File: config.mk
export PLATFORM = sky130hd
export DESIGN_NAME = clmul32_seq
export DESIGN_NICKNAME = d
export VERILOG_FILES = /design/src/rtl/clmul_pkg.sv /design/src/rtl/clmul_core.sv /design/src/rtl/clmul32_seq.sv
export SDC_FILE = /design/constraint.sdc
export NUM_CORES = 1
export LEC_CHECK = 0
export CAP_MARGIN = 20
export CORE_UTILIZATION = 45
export DETAILED_ROUTE_END_ITERATION = 10
export GPL_TIMING_DRIVEN = 0
export HOLD_SLACK_MARGIN = 0.1
export PLACE_DENSITY_LB_ADDON = 0.1
export SYNTH_ARGS = -nofsm -noshare
export SYNTH_HDL_FRONTEND = slang
export SYNTH_SLANG_ARGS = --single-unit
File: constraint.sdc
create_clock -name clk -period 4.8 [get_ports clk]
set_input_delay 0.48 -clock clk [delete_from_list [all_inputs] [get_ports clk]]
set_output_delay 0.48 -clock clk [all_outputs]
set_load 0.005 [all_outputs]
File: src/rtl/clmul_pkg.sv
// clmul_pkg
//   Shared definitions for the sequential carryless multiplier:
//   - CLMUL_WIDTH   : default operand width in bits
//   - clmul_state_e : FSM state encoding for clmul32_seq
package clmul_pkg;

    localparam int CLMUL_WIDTH = 32;

    typedef enum logic [2:0] {
        IDLE,
        MUL_LO,
        MUL_HI,
        MUL_MID,
        DONE
    } clmul_state_e;

endpackage

File: src/rtl/clmul_core.sv
// clmul_core
//   Combinational N x N carryless (GF(2)) multiplier built from shift-XOR
//   partial products.
//   Ports:
//     a_i [N-1:0]   first operand
//     b_i [N-1:0]   second operand
//     p_o [2N-1:0]  carryless product a_i * b_i
module clmul_core #(
    parameter int N = 16
) (
    input  logic [N-1:0]   a_i,
    input  logic [N-1:0]   b_i,
    output logic [2*N-1:0] p_o
);

    logic [2*N-1:0] acc;

    always_comb begin
        acc = '0;
        for (int unsigned i = 0; i < N; i++) begin
            if (b_i[i]) begin
                acc = acc ^ ({{N{1'b0}}, a_i} << i);
            end
        end
    end

    assign p_o = acc;

endmodule

File: src/rtl/clmul32_seq.sv
// clmul32_seq
//   Sequential WIDTH x WIDTH carryless multiplier. One shared H x H core
//   (H = WIDTH/2) is time-multiplexed over three Karatsuba passes:
//     p_lo = xl*yl, p_hi = xh*yh, p_mid = (xl^xh)*(yl^yh)
//     z    = {p_hi, p_lo} ^ ((p_lo ^ p_hi ^ p_mid) << H)
//   Accept in cycle N gives out_valid in cycle N+4; the result is held
//   until out_ready, then the block returns to IDLE.
//   WIDTH must be even and >= 8.
//   Ports:
//     clk        rising-edge clock
//     reset      synchronous active-high reset
//     in_valid   operand pair presented
//     in_ready   high only in IDLE
//     x, y       operands, sampled on accept
//     out_valid  result valid (DONE state)
//     out_ready  consumer takes the result
//     z          carryless product, zero outside DONE
//     busy       high in every state other than IDLE
module clmul32_seq
    import clmul_pkg::*;
#(
    parameter int WIDTH = CLMUL_WIDTH
) (
    input  logic                 clk,
    input  logic                 reset,
    input  logic                 in_valid,
    output logic                 in_ready,
    input  logic [WIDTH-1:0]     x,
    input  logic [WIDTH-1:0]     y,
    output logic                 out_valid,
    input  logic                 out_ready,
    output logic [2*WIDTH-1:0]   z,
    output logic                 busy
);

    localparam int H = WIDTH / 2;

    clmul_state_e       state_q;
    logic [WIDTH-1:0]   x_q, y_q;
    logic [WIDTH-1:0]   p_lo_q, p_hi_q, p_mid_q;
    logic               in_ready_q, out_valid_q, busy_q;

    logic [H-1:0]       core_a, core_b;
    logic [WIDTH-1:0]   core_p;
    logic [WIDTH-1:0]   mid_term;
    logic [2*WIDTH-1:0] z_comb;

    // Operand steering for the shared core, one Karatsuba pass per state.
    always_comb begin
        core_a = '0;
        core_b = '0;
        case (state_q)
            MUL_LO: begin
                core_a = x_q[H-1:0];
                core_b = y_q[H-1:0];
            end
            MUL_HI: begin
                core_a = x_q[WIDTH-1:H];
                core_b = y_q[WIDTH-1:H];
            end
            MUL_MID: begin
                core_a = x_q[H-1:0] ^ x_q[WIDTH-1:H];
                core_b = y_q[H-1:0] ^ y_q[WIDTH-1:H];
            end
            default: ;
        endcase
    end

    clmul_core #(
        .N (H)
    ) u_core (
        .a_i (core_a),
        .b_i (core_b),
        .p_o (core_p)
    );

    // Karatsuba recombination from the three registered products; forced
    // to zero outside DONE so z is only non-zero while out_valid is high.
    always_comb begin
        mid_term = p_lo_q ^ p_hi_q ^ p_mid_q;
        z_comb   = '0;
        if (state_q == DONE) begin
            z_comb = {p_hi_q, p_lo_q} ^ ({{WIDTH{1'b0}}, mid_term} << H);
        end
    end

    always_ff @(posedge clk) begin
        if (reset) begin
            state_q     <= IDLE;
            x_q         <= '0;
            y_q         <= '0;
            p_lo_q      <= '0;
            p_hi_q      <= '0;
            p_mid_q     <= '0;
            in_ready_q  <= 1'b1;
            out_valid_q <= 1'b0;
            busy_q      <= 1'b0;
        end else begin
            case (state_q)
                IDLE: begin
                    if (in_valid) begin
                        x_q        <= x;
                        y_q        <= y;
                        state_q    <= MUL_LO;
                        in_ready_q <= 1'b0;
                        busy_q     <= 1'b1;
                    end
                end
                MUL_LO: begin
                    p_lo_q  <= core_p;
                    state_q <= MUL_HI;
                end
                MUL_HI: begin
                    p_hi_q  <= core_p;
                    state_q <= MUL_MID;
                end
                MUL_MID: begin
                    p_mid_q     <= core_p;
                    out_valid_q <= 1'b1;
                    state_q     <= DONE;
                end
                DONE: begin
                    if (out_ready) begin
                        out_valid_q <= 1'b0;
                        in_ready_q  <= 1'b1;
                        busy_q      <= 1'b0;
                        state_q     <= IDLE;
                    end
                end
                default: begin
                    out_valid_q <= 1'b0;
                    in_ready_q  <= 1'b1;
                    busy_q      <= 1'b0;
                    state_q     <= IDLE;
                end
            endcase
        end
    end

    assign in_ready  = in_ready_q;
    assign out_valid = out_valid_q;
    assign busy      = busy_q;
    assign z         = z_comb;

endmodule
### Word-level counts from Yosys, hierarchy flattened

Index checks and enable logic that the tools add are counted.

| cells by class | value |
|---|---|
| eq/ne operators | 6 |
| multiplexer cells | 29 |
| bitwise gates (word level) | 22 |
| reduce and logical (&&, ||, !) cells | 7 |

Operators with widths:

| operator | number |
|---|---|
| $mux W32 | 15 |
| $pmux W16 S3 | 2 |
| $mux W64 | 1 |
| $xor A32 B32 Y32 | 2 |
| $xor A64 B48 Y64 | 1 |
| $xor A16 B16 Y16 | 2 |
| $xor A32 B17 Y32 | 1 |
| $xor A32 B18 Y32 | 1 |
| $xor A32 B19 Y32 | 1 |
| $xor A32 B20 Y32 | 1 |
| $xor A32 B21 Y32 | 1 |
| $xor A32 B22 Y32 | 1 |
| $xor A32 B23 Y32 | 1 |
| $xor A32 B24 Y32 | 1 |
| $xor A32 B25 Y32 | 1 |
| $xor A32 B26 Y32 | 1 |
| $xor A32 B27 Y32 | 1 |
| $xor A32 B28 Y32 | 1 |
| $xor A32 B29 Y32 | 1 |
| $xor A32 B30 Y32 | 1 |
| $xor A32 B31 Y32 | 1 |
| $mux W16 | 1 |
| $pmux W3 S5 | 1 |
| $pmux W1 S3 | 3 |
| other kinds (11) | 21 |

| storage, ports and cells | value |
|---|---|
| bits in registers | 166 |
| bits of input ports | 68 |
| output and inout port bits | 67 |
| logic and storage cells | 73 |

### Longest topological paths before layout

Gate-level depths: netlist of the first run.

| depth | value |
|---|---|
| depth after elaboration | 33 |
| mapped depth | 12 |
| mapped depth without buffers | 8 |

### Modules after synthesis

From an unflattened synthesis of the first run, not the netlist that was laid out.

| second synthesis, totals | value |
|---|---|
| cells, all modules | 1,567 |
| area total of the unflattened synthesis | 11,528.6 um^2 |

By module, submodules not included:

| module | times used | cells an instance | area an instance (um^2) | seq. area each (um^2) |
|---|---|---|---|---|
| clmul32_seq | 1 | 1,020 | 7,533.5 | 3,323.2 |
| clmul_core | 1 | 547 | 3,995.1 | 0.0 |

### Least setup slack after synthesis of the first run

No wires, ideal clock.

| path | value |
|---|---|
| kind | register to register |
| start point | register state_q[0] |
| end point | register p_lo_q[13] |
| setup time | 0.079 ns |
| arrival time | 2.325 ns |
| data required time | 4.721 ns |
| slack | 2.396 ns |
| cell stages (with the launch flop) | 10 |
| buffers on the path | 1 |
| period minus slack after synthesis | 2.404 ns |
| cell sequence | dfxtp_1 > nand2_1 > xor2_1 > and2_1 > clkbuf_1 > nand2_1 > xnor2_1 > xnor2_1 > xnor3_1 > a211oi_2 |

| on the way | value |
|---|---|
| word-level cells in the longest chain between the ends | 33 |
| elaborated cells on any way between the ends | 36 |
| classes of those cells | eq/ne (3); mux (18); bitwise (15) |

RTL lines:

| element | line | source |
|---|---|---|
| start: declaration | clmul32_seq.sv:38 | `clmul_state_e state_q;` |
| start signal: assignment | clmul32_seq.sv:89 | `state_q <= IDLE;` |
| start signal: assignment | clmul32_seq.sv:104 | `state_q <= MUL_LO;` |
| start signal: assignment | clmul32_seq.sv:111 | `state_q <= MUL_HI;` |
| $eq A3 B2 Y1 or $eq A3 B1 Y1 (tied branches) | clmul32_seq.sv:52, clmul32_seq.sv:99 |  |
| $pmux W16 S3 | clmul32_seq.sv:52 | `case (state_q)` |
| $mux W16 | clmul_core.sv:21 | `if (b_i[i]) begin` |
| $xor A32 B17 Y32 | clmul_core.sv:22 | `acc = acc ^ ({{N{1'b0}}, a_i} << i);` |
| $mux W32 | clmul_core.sv:21 |  |
| $xor A32 B18 Y32 | clmul_core.sv:22 |  |
| $mux W32 | clmul_core.sv:21 |  |
| $xor A32 B19 Y32 | clmul_core.sv:22 |  |
| [17 not listed] | -- |  |
| $xor A32 B28 Y32 | clmul_core.sv:22 |  |
| $mux W32 | clmul_core.sv:21 |  |
| $xor A32 B29 Y32 | clmul_core.sv:22 |  |
| $mux W32 | clmul_core.sv:21 |  |
| $xor A32 B30 Y32 | clmul_core.sv:22 |  |
| $mux W32 | clmul_core.sv:21 |  |
| $xor A32 B31 Y32 | clmul_core.sv:22 |  |
| $mux W32 | clmul_core.sv:21 |  |
| end signal: assignment | clmul32_seq.sv:110 | `p_lo_q <= core_p;` |
| end: declaration | clmul32_seq.sv:40 | `logic [WIDTH-1:0] p_lo_q, p_hi_q, p_mid_q;` |

Several ways; a longest one is shown, not always the timed one.
A chain may end at the register's enable or synchronous reset.

### Worst setup path after layout of the first run

| path | value |
|---|---|
| start point | register state_q[0] |
| end point | output z[25] |

| on the way | value |
|---|---|
| word-level cells in the longest chain between the ends | 2 |

RTL lines:

| element | line | source |
|---|---|---|
| $eq A3 B3 Y1 | clmul32_seq.sv:82 | `if (state_q == DONE) begin` |
| $mux W64 | clmul32_seq.sv:82 |  |
| end: declaration | clmul32_seq.sv:32 | `output logic [2*WIDTH-1:0] z,` |

No other way between the ends.

==> impl_metrics.py, run 1 <==
metrics = {
    "status": {
        "status": "finished clean",
    },
    "route": {
        "wl_met1_um": 15800,
        "vias_per_cell": 5.35,
        "drtAntennaViolNets": 0,
        "route.top_layer_used": "met4",
        "route.met2.wl_um": 16800,
        "detail_route.wirelength_um": 37200,
        "route.detailed.drc": 0,
        "drt_pass1_iterations": 6,
        "vias": 10479,
        "wl_met3_um": 3010,
        "wire_per_inst_um": 19.0,
        "drtIter0Drc": 857,
    },
    "layout": {
        "num-fill-cells": 2348,
        "antenna_cells": 0,
        "final_layout_size_suffix_gt1_frac": 0.0623,
        "nets": 1693,
        "area_growth_pct": 21.4,
    },
    "place": {
        "portBuffers": 132,
        "pre_cts_slack_ns": 1.36,
        "detailed_place_hpwl_um": 27500,
        "gp_congestion": 0.959,
    },
    "yosys": {
        "yosysTopAreaCellShare": 0.297,
        "synth_cell_type_count": 30,
        "yosysSeqAreaShare": 0.297,
        "netlist_area_um2": 11000,
        "synth_area_leaders": "dfxtp_1 30%, xnor2_1 14%, nand2_1 13%, xor2_1 8.4%, nand3_1 7.3%",
        "synth_top_cell_by_area": "dfxtp_1",
        "synth_nets": 1541,
        "async_reset_ff_frac": 0,
        "ys_ff_latch": 163,
        "netlist_top_cells_count": "380 x nand2_1, 171 x xnor2_1, 163 x dfxtp_1",
        "synthCells": 1473,
        "avgSynthCellArea_um2": 7.47,
        "ys.flop_type": "dfxtp_1",
        "synth_most_common_cell": "nand2_1",
        "synth-edff-count": 0,
        "yosys_warnings": 0,
    },
    "timing": {
        "period_share": 0.779,
        "grt_setup_unrepaired": "no",
        "max_freq_mhz": 268,
        "fin_skew_ns": 0.0186,
        "fin_crit_ns": 3.74,
        "relSlewSlack": 0.210,
        "hold_violations": 0,
        "setup_ws_ns": 1.06,
        "timing.setup.tns_ns": 0,
        "slew_viol_final": 0,
        "setup_viol": 0,
        "worstMarginPinSlew_ns": 1.18,
    },
    "clock_tree": {
        "path_clk_slew_ns": 0.08,
        "post_cts_resized": 0,
        "postCtsSetupBuffers": 0,
        "root_buffer": "clkbuf_16",
        "insertion_delay_ns": 0.44,
        "cts_buffers": 17,
        "h-tree-depth": 4,
        "clock_path_buffers": 2,
        "cts_hold_buf": 0,
        "cts_tree": "yes",
        "clock_sinks": 163,
    },
    "setup_path": {
        "cp.arrival_ns": 3.26,
        "start_kind": "flop",
        "criticalPathCategory": "flop to output pin",
        "r2r-start": "state_q[1]$_SDFFE_PP0P_",
        "r2r_end": "p_lo_q[28]$_SDFFE_PP0N_",
        "reg2reg_depth": 10,
        "regToRegSetupSlack_ns": 1.32,
        "crit_fanout": 10,
        "end_kind": "output pin",
        "worst_ep_required_time_ns": 4.32,
    },
    "global_route": {
        "grt_max_degree": 20,
        "grt_pass1_wl_um": 56800,
        "grt.total_usage": 0.303,
        "first_global_vias": 9902,
        "grt-ovfl-total": 0,
        "antenna_found_initial": 0,
    },
    "power_and_ir_drop": {
        "p_leak_uw": 0.00482,
        "p_sw_uw": 1210,
        "power.density_nw_per_um2": 275,
        "power.share.combinational": 0.196,
        "power_frac_clock": 0.396,
        "ir_worst_vdd_uv": 217,
        "p_sw_frac": 0.331,
        "internal_power_uw": 2450,
        "power.share.sequential": 0.408,
    },
    "die": {
        "num_rows": 56,
        "coreArea_um2": 23800,
        "die_area_um2": 25100,
        "die_x_um": 158,
        "die_y_um": 158,
        "io_pins": 135,
        "start_util": 0.463,
    },
    "hold_path": {
        "hold_path.class": "flop to flop",
        "worstHoldStart": "y_q[8]$_SDFFE_PP0P_",
        "hold_depth": 2,
        "hold_end": "y_q[8]$_SDFFE_PP0P_",
    },
    "run": {
        "maxCapViolCount": 0,
    },
}
[routing by layer]
layer,vias up,GRT usage
met2,470,0.480
met4,0,0.144
met1,4833,0.396
met3,105,0.0572
met5,-,0
li1,5071,-
[worst max path at each step]
stage | startpoint | end | slack [ns] | cells past startpoint
after floorplan | state_q[0]$_SDFFE_PP0P_ | p_lo_q[13]$_SDFFE_PP0N_ | 2.40 | 9
after global placement | state_q[0]$_SDFFE_PP0P_ | p_lo_q[15]$_SDFFE_PP0N_ | 1.42 | 9
after detailed placement | state_q[0]$_SDFFE_PP0P_ | p_lo_q[15]$_SDFFE_PP0N_ | 1.36 | 9
after CTS | state_q[0]$_SDFFE_PP0P_ | z[25] | 1.10 | 8
after global routing | state_q[0]$_SDFFE_PP0P_ | z[22] | 0.90 | 8
final | state_q[0]$_SDFFE_PP0P_ | z[25] | 1.06 | 8
[logic make-up after synthesis]
kind of cell	share of synthesized area
and+or+nand+nor	0.282
DFF	0.297
AOI/OAI and AO/OA	0.0823
buffers and inverters	0.0547
xor gates and xnor gates	0.284
other	0.000341
[power groups by stage]
stage               Combinational (uW)  Clock, uW  Sequential, uW
detailed placement                 705          0            1530
global route                       775       1520            1510
CTS                                709       1470            1500
global placement                   700          0            1530
finish                             718       1450            1500
floorplan                          452          0            1510
[area by class of cell]
class                      instances  area (um2)  share of cell area
multi-input combinational       1183        7140               0.534
sequential                       163        3260               0.244
timing repair buffer             133        1330              0.0993
buffer                           125         594              0.0445
clock buffer                      17         425              0.0319
tap                              319         399              0.0299
clock inverter                    15         204              0.0153
inverter                           2        7.51            0.000562
[placed cells by master, fill, tap and decap left out]
cell,synthesis,final
and3_1,35,35
o21ai_0,1,1
a21oi_1,117,117
buf_4,8,8
inv_1,1,1
xor2_1,106,106
conb_1,1,1
nand3_1,160,160
nand2_1,380,380
clkinvlp_4,0,1
nand3_2,3,3
a21o_1,1,1
inv_12,0,1
nor3_1,10,10
buf_2,37,38
inv_8,0,6
nand2_2,3,3
buf_6,5,5
clkdlybuf4s50_1,0,132
clkbuf_1,69,69
xor2_4,1,1
nor2_1,90,90
xnor3_1,26,26
xor2_2,5,5
clkbuf_16,0,17
a211oi_1,36,36
inv_2,1,1
buf_1,5,5
xnor2_1,171,171
clkinv_8,0,4
nand2_4,2,2
dfxtp_1,163,163
inv_6,0,1
clkinv_4,0,1
a211oi_2,3,3
buf_8,1,1
and2_0,3,3
and2_1,29,29
bufinv_16,0,1
[critical path, stage by stage (launching register included)]
cell and delay [ns]:
dfxtp_1 0.48, buf_6 0.21, buf_8 0.18, clkbuf_1 0.35
nor2_1 0.22, nand2_1 0.17, clkbuf_1 0.61, nor2_1 0.13
clkdlybuf4s50_1 0.47
[metrics by stage]
| stage | hold slack, ns | cell area, um2 | instances | util | power (uW) |
|---|---|---|---|---|---|
| after floorplan | 0.436 | 11000 | 1473 | - | 1960 |
| after global placement | 0.443 | 12700 | 1924 | 0.536 | 2230 |
| after detailed placement | 0.446 | 12700 | 1924 | 0.536 | 2230 |
| after CTS | 0.458 | 13400 | 1956 | 0.562 | 3680 |
| after global routing | 0.470 | 13400 | 1957 | 0.562 | 3800 |
| final | 0.457 | 13400 | 1957 | 0.562 | 3670 |
[registers in the layout (all words and copies together) (netlist names)]
register   flops
in_ready       1
p_hi_q        31
x_q           32
busy           1
out_valid      1
state_q        3
p_mid_q       31
y_q           32
p_lo_q        31
No activity file was read; power rests on OpenSTA's default activity.
==> inputs of run 2 (changes only) <==
==> constraint.sdc (replaced) <==
create_clock -name clk -period 3.6 [get_ports clk]
set_input_delay 0.36 -clock clk [delete_from_list [all_inputs] [get_ports clk]]
set_output_delay 0.36 -clock clk [all_outputs]
set_load 0.005 [all_outputs]
==> run 2 against run 1 <==
  * Clock power grew 33%
  * Sequential share of layout area hardly changed
  * Via count barely moved
  * Global-route usage unchanged
  * Routed wire length about the same
  * Utilization grew 0.058 points
  * Highest routed layer unchanged
  * First-iteration DRC count rose by 1.5%
  * Power increased by 33%
  * Hold slack about the same
  * Combinational power grew 34%
  * Critical path type is now flop to flop
==> impl_metrics.py, run 2 (synthesis results as in run 1) <==
metrics = {
    "die": {
        "die_x_um": 158,
        "die_area_um2": 25100,
        "io_pins": 135,
        "die_y_um": 158,
        "num_rows": 56,
        "coreArea_um2": 23800,
        "start_util": 0.463,
    },
    "global_route": {
        "grt-ovfl-total": 0,
        "first_global_vias": 9902,
        "grt_pass1_wl_um": 56800,
        "grt.total_usage": 0.303,
        "grt_max_degree": 20,
        "antenna_found_initial": 0,
    },
    "layout": {
        "nets": 1693,
        "post-route-util": 0.563,
        "antenna_cells": 0,
        "area_growth_pct": 21.5,
        "finalInstanceArea_um2": 13400,
        "final_layout_size_suffix_gt1_frac": 0.0659,
        "most-common-layout-cells": "380 x nand2_1, 171 x xnor2_1, 163 x dfxtp_1, 160 x nand3_1, 132 x clkdlybuf4s50_1",
        "largestRegisters": "x_q: 32 flops, y_q: 32 flops",
        "final_common_cell": "nand2_1",
    },
    "route": {
        "vias_per_cell": 5.35,
        "drtIter0Drc": 870,
        "detail_route.wirelength_um": 37200,
        "drtAntennaViolNets": 0,
        "route.detailed.drc": 0,
        "vias": 10471,
        "wire_per_inst_um": 19.0,
        "drt_pass1_iterations": 6,
    },
    "timing": {
        "fin_crit_ns": 3.52,
        "grt_setup_unrepaired": "no",
        "timing.setup.tns_ns": 0,
        "period_share": 0.979,
        "relSlewSlack": 0.189,
        "fin_skew_ns": 0.0170,
        "hold_violations": 0,
        "whs_ns": 0.457,
        "setup_viol": 0,
        "max_freq_mhz": 284,
        "slew_viol_final": 0,
        "worstMarginPinSlew_ns": 1.21,
    },
    "power_and_ir_drop": {
        "p_leak_uw": 0.00484,
        "power_uw": 4890,
        "power.density_nw_per_um2": 366,
        "ir_worst_vdd_uv": 290,
    },
    "setup_path": {
        "cp.arrival_ns": 3.88,
        "start_kind": "flop",
        "end_kind": "flop",
        "crit_fanout": 10,
        "criticalPathCategory": "flop to flop",
        "worst_ep_required_time_ns": 3.96,
    },
    "clock_tree": {
        "clock_sinks": 163,
        "insertion_delay_ns": 0.44,
        "cts_tree": "yes",
        "clock_path_buffers": 2,
        "h-tree-depth": 4,
        "path_clk_slew_ns": 0.08,
        "root_buffer": "clkbuf_16",
        "cts_buffers": 17,
        "cts_hold_buf": 0,
    },
    "place": {
        "gp_congestion": 0.959,
        "portBuffers": 132,
        "detailed_place_hpwl_um": 27500,
        "dpl_cell_area_um2": 12700,
    },
    "run": {
        "maxCapViolCount": 0,
    },
    "hold_path": {
        "hold_path.class": "flop to flop",
    },
    "status": {
        "status": "finished clean",
    },
}
run 2: cell counts in the layout (fill, tap and decap cells not counted):
Identical to the previous run, type by type.
run 2: worst paths after layout:
kind | startpoint | to | slack (ns) | cells after the start
hold reg to reg | y_q[8]$_SDFFE_PP0P_ | y_q[8]$_SDFFE_PP0P_ | 0.46 | 2
setup reg to reg | state_q[1]$_SDFFE_PP0P_ | p_lo_q[28]$_SDFFE_PP0N_ | 0.08 | 10
hold / removal | y_q[8]$_SDFFE_PP0P_ | y_q[8]$_SDFFE_PP0P_ | 0.46 | 2
setup / recovery | state_q[1]$_SDFFE_PP0P_ | p_lo_q[28]$_SDFFE_PP0N_ | 0.08 | 10
run 2: area by class of cell:
cell class,count,area (um2)
Tap cell,319,399
Fill cell,2346,10400
Clock buffer,17,425
Timing Repair Buffer,133,1330
Buffer,125,601
Clock inverter,15,204
Inverter,2,7.51
Multi-Input combinational cell,1183,7140
Sequential cell,163,3260
run 2: critical path, cell delays in order (launching register included):
cell and delay (ns):
dfxtp_1 0.44, buf_4 0.23, nand2_1 0.10, xor2_1 0.79, and2_1 0.28, buf_2 0.27
nand2_1 0.10, xor2_1 0.18, xnor2_1 0.58, nand2_1 0.27, a21oi_1 0.20
run 2: metrics by stage:
stage | worst slack, ns | instances
after global routing | 0.0104 | 1957
final | 0.0770 | 1957
after detailed placement | 0.157 | 1924
after floorplan | 1.20 | 1473
after global placement | 0.218 | 1924
after CTS | 0.0246 | 1956
run 2: report_power, final:
part / leakage [uW] / switching (uW) / internal, uW
Sequential: 0.00133 / 80.6 / 1920
Combinational: 0.00321 / 621 / 339
Clock: 0.000304 / 918 / 1020
run 2: repair_timing:
item / in CTS / in global routing
gates resized for setup: 0 / 11
endpoints found under the hold margin: 0 / 0
setup endpoints to repair: 0 / 53
setup buffers: 0 / 0
run 2: layer usage:
layer / vias to the layer above / wire length (um) / track usage
li1: 5068 / - / -
met1: 4827 / 15900 / 0.396
met2: 470 / 16700 / 0.480
met3: 106 / 3050 / 0.0572
met4: 0 / 1530 / 0.144
met5: - / 0 / 0
==> inputs of run 3 (changes only) <==
--- a/config.mk
+++ b/config.mk
@@ -6,11 +6,13 @@
 export NUM_CORES = 1
 export LEC_CHECK = 0
 export CAP_MARGIN = 20
+export CORE_ASPECT_RATIO = 1.5
 export CORE_UTILIZATION = 45
 export DETAILED_ROUTE_END_ITERATION = 10
 export GPL_TIMING_DRIVEN = 0
 export HOLD_SLACK_MARGIN = 0.1
 export PLACE_DENSITY_LB_ADDON = 0.1
+export SLEW_MARGIN = 20
 export SYNTH_ARGS = -nofsm -noshare
 export SYNTH_HDL_FRONTEND = slang
 export SYNTH_SLANG_ARGS = --single-unit
==> run 3 against run 2 <==
  * Routed wire length down 1.2%
  * Worst setup slack improved by 0.095 ns
  * Cell area fell by 0.55%
==> impl_metrics.py, run 3 (synthesis results as in run 1) <==
metrics = {
    "setup_path": {
        "worst_ep_required_time_ns": 3.89,
        "max_stage_delay_ns": 0.93,
        "cp.arrival_ns": 3.72,
        "crit_family": "XOR/XNOR gates",
        "end_kind": "flop",
        "timing.critical_path.buf_inv": 1,
        "crit_chain": "nand2_1, xor2_1, and2_1, clkbuf_1, nand2_1, xnor2_1, xnor3_1, xnor2_1, a211oi_1",
        "start_kind": "flop",
        "crit_fanout": 10,
        "slowest_stage": "xor2_1",
        "criticalPathCategory": "flop to flop",
    },
    "place": {
        "gp_congestion": 0.944,
        "detailed_place_hpwl_um": 28300,
        "portBuffers": 132,
    },
    "timing": {
        "fin_skew_ns": 0.0132,
        "worstMarginPinSlew_ns": 1.17,
        "whs_ns": 0.449,
        "slew_viol_final": 0,
        "fin_crit_ns": 3.43,
        "timing.setup.tns_ns": 0,
        "relSlewSlack": 0.215,
        "hold_violations": 0,
        "setup_viol": 0,
        "max_freq_mhz": 292,
        "grt_setup_unrepaired": "no",
        "period_share": 0.952,
    },
    "global_route": {
        "first_global_vias": 10049,
        "grt-ovfl-total": 0,
        "grt.total_usage": 0.306,
        "grt_pass1_wl_um": 57400,
        "antenna_found_initial": 0,
        "grt_max_degree": 17,
    },
    "power_and_ir_drop": {
        "ir_worst_vdd_uv": 329,
        "power_uw": 4730,
        "power.density_nw_per_um2": 356,
        "p_leak_uw": 0.00480,
    },
    "route": {
        "detail_route.wirelength_um": 36700,
        "vias_per_cell": 5.27,
        "wl_met3_um": 1330,
        "drt_pass1_iterations": 5,
        "drtAntennaViolNets": 0,
        "route.top_layer_used": "met4",
        "vias": 10310,
        "wire_per_inst_um": 18.8,
        "wl_met1_um": 14000,
        "drtIter0Drc": 607,
        "route.detailed.drc": 0,
        "route.met2.wl_um": 19200,
    },
    "clock_tree": {
        "clock_sinks": 163,
        "postCtsSetupBuffers": 0,
        "path_clk_slew_ns": 0.07,
        "cts_tree": "yes",
        "h-tree-depth": 4,
        "root_buffer": "clkbuf_16",
        "insertion_delay_ns": 0.45,
        "clock_path_buffers": 2,
        "cts_buffers": 17,
    },
    "layout": {
        "post-route-util": 0.558,
        "antenna_cells": 0,
        "final_common_cell": "nand2_1",
        "final_layout_size_suffix_gt1_frac": 0.0654,
        "largestRegisters": "x_q: 32 flops, y_q: 32 flops",
        "most-common-layout-cells": "380 x nand2_1, 171 x xnor2_1, 163 x dfxtp_1, 160 x nand3_1, 132 x clkdlybuf4s50_1",
        "num-fill-cells": 2460,
        "area_growth_pct": 20.9,
        "nets": 1692,
    },
    "die": {
        "start_util": 0.462,
        "die_area_um2": 25100,
        "io_pins": 135,
        "coreArea_um2": 23800,
        "die_x_um": 130,
        "num_rows": 69,
        "die_y_um": 193,
    },
    "run": {
        "maxCapViolCount": 0,
    },
    "hold_path": {
        "hold_path.class": "input pin to flop",
    },
    "status": {
        "status": "finished clean",
    },
}
run 3: path summary, 6_finish.rpt:
check | from | endpoint | slack [ns] | depth (start not counted)
worst max-delay path | state_q[0]$_SDFFE_PP0P_ | p_lo_q[15]$_SDFFE_PP0N_ | 0.17 | 9
worst min-delay path | y[30] | y_q[30]$_SDFFE_PP0P_ | 0.45 | 3
worst max register to register | state_q[0]$_SDFFE_PP0P_ | p_lo_q[15]$_SDFFE_PP0N_ | 0.17 | 9
worst min register to register | y_q[2]$_SDFFE_PP0P_ | y_q[2]$_SDFFE_PP0P_ | 0.45 | 2
run 3: tightest hold or removal path: stages:
cell and delay, ns:
clkdlybuf4s50_1 0.39, nand2_1 0.05, a21oi_1 0.05
run 3: timing repair:
item,CTS,global route
resized for setup,4,5
hold buffers,0,0
setup endpoints to repair,50,24
cloned,0,0
run 3: area by class of cell:
type                    count  area [um2]  share of cell area
multi-input cells        1183        7150               0.538
flip-flops and latches    163        3260               0.245
repair buffers            132        1320              0.0994
plain buffers             125         601              0.0452
clock buffers              17         425              0.0320
well taps                 319         399              0.0300
clock inverters            14         128             0.00960
inverters                   2        7.51            0.000565
run 3: stage by stage:
stage          cells  setup WS, ns  area (um2)
6_report        1955         0.172       13300
5_1_grt         1955        0.0180       13300
3_3_place_gp    1924         0.181       12700
2_1_floorplan   1473          1.20       11000
3_5_place_dp    1924         0.240       12700
4_1_cts         1955       0.00978       13300
run 3: per-layer routing:
layer | vias to the layer above | global-route usage
met4 | 0 | 0.199
met1 | 4764 | 0.328
met5 | - | 0
met3 | 122 | 0.0365
li1 | 5066 | -
met2 | 358 | 0.553
run 3: power by group:
group	internal [uW]	switching [uW]
registers	1920	77.3
logic	340	615
clock network	956	828
total	3210	1520
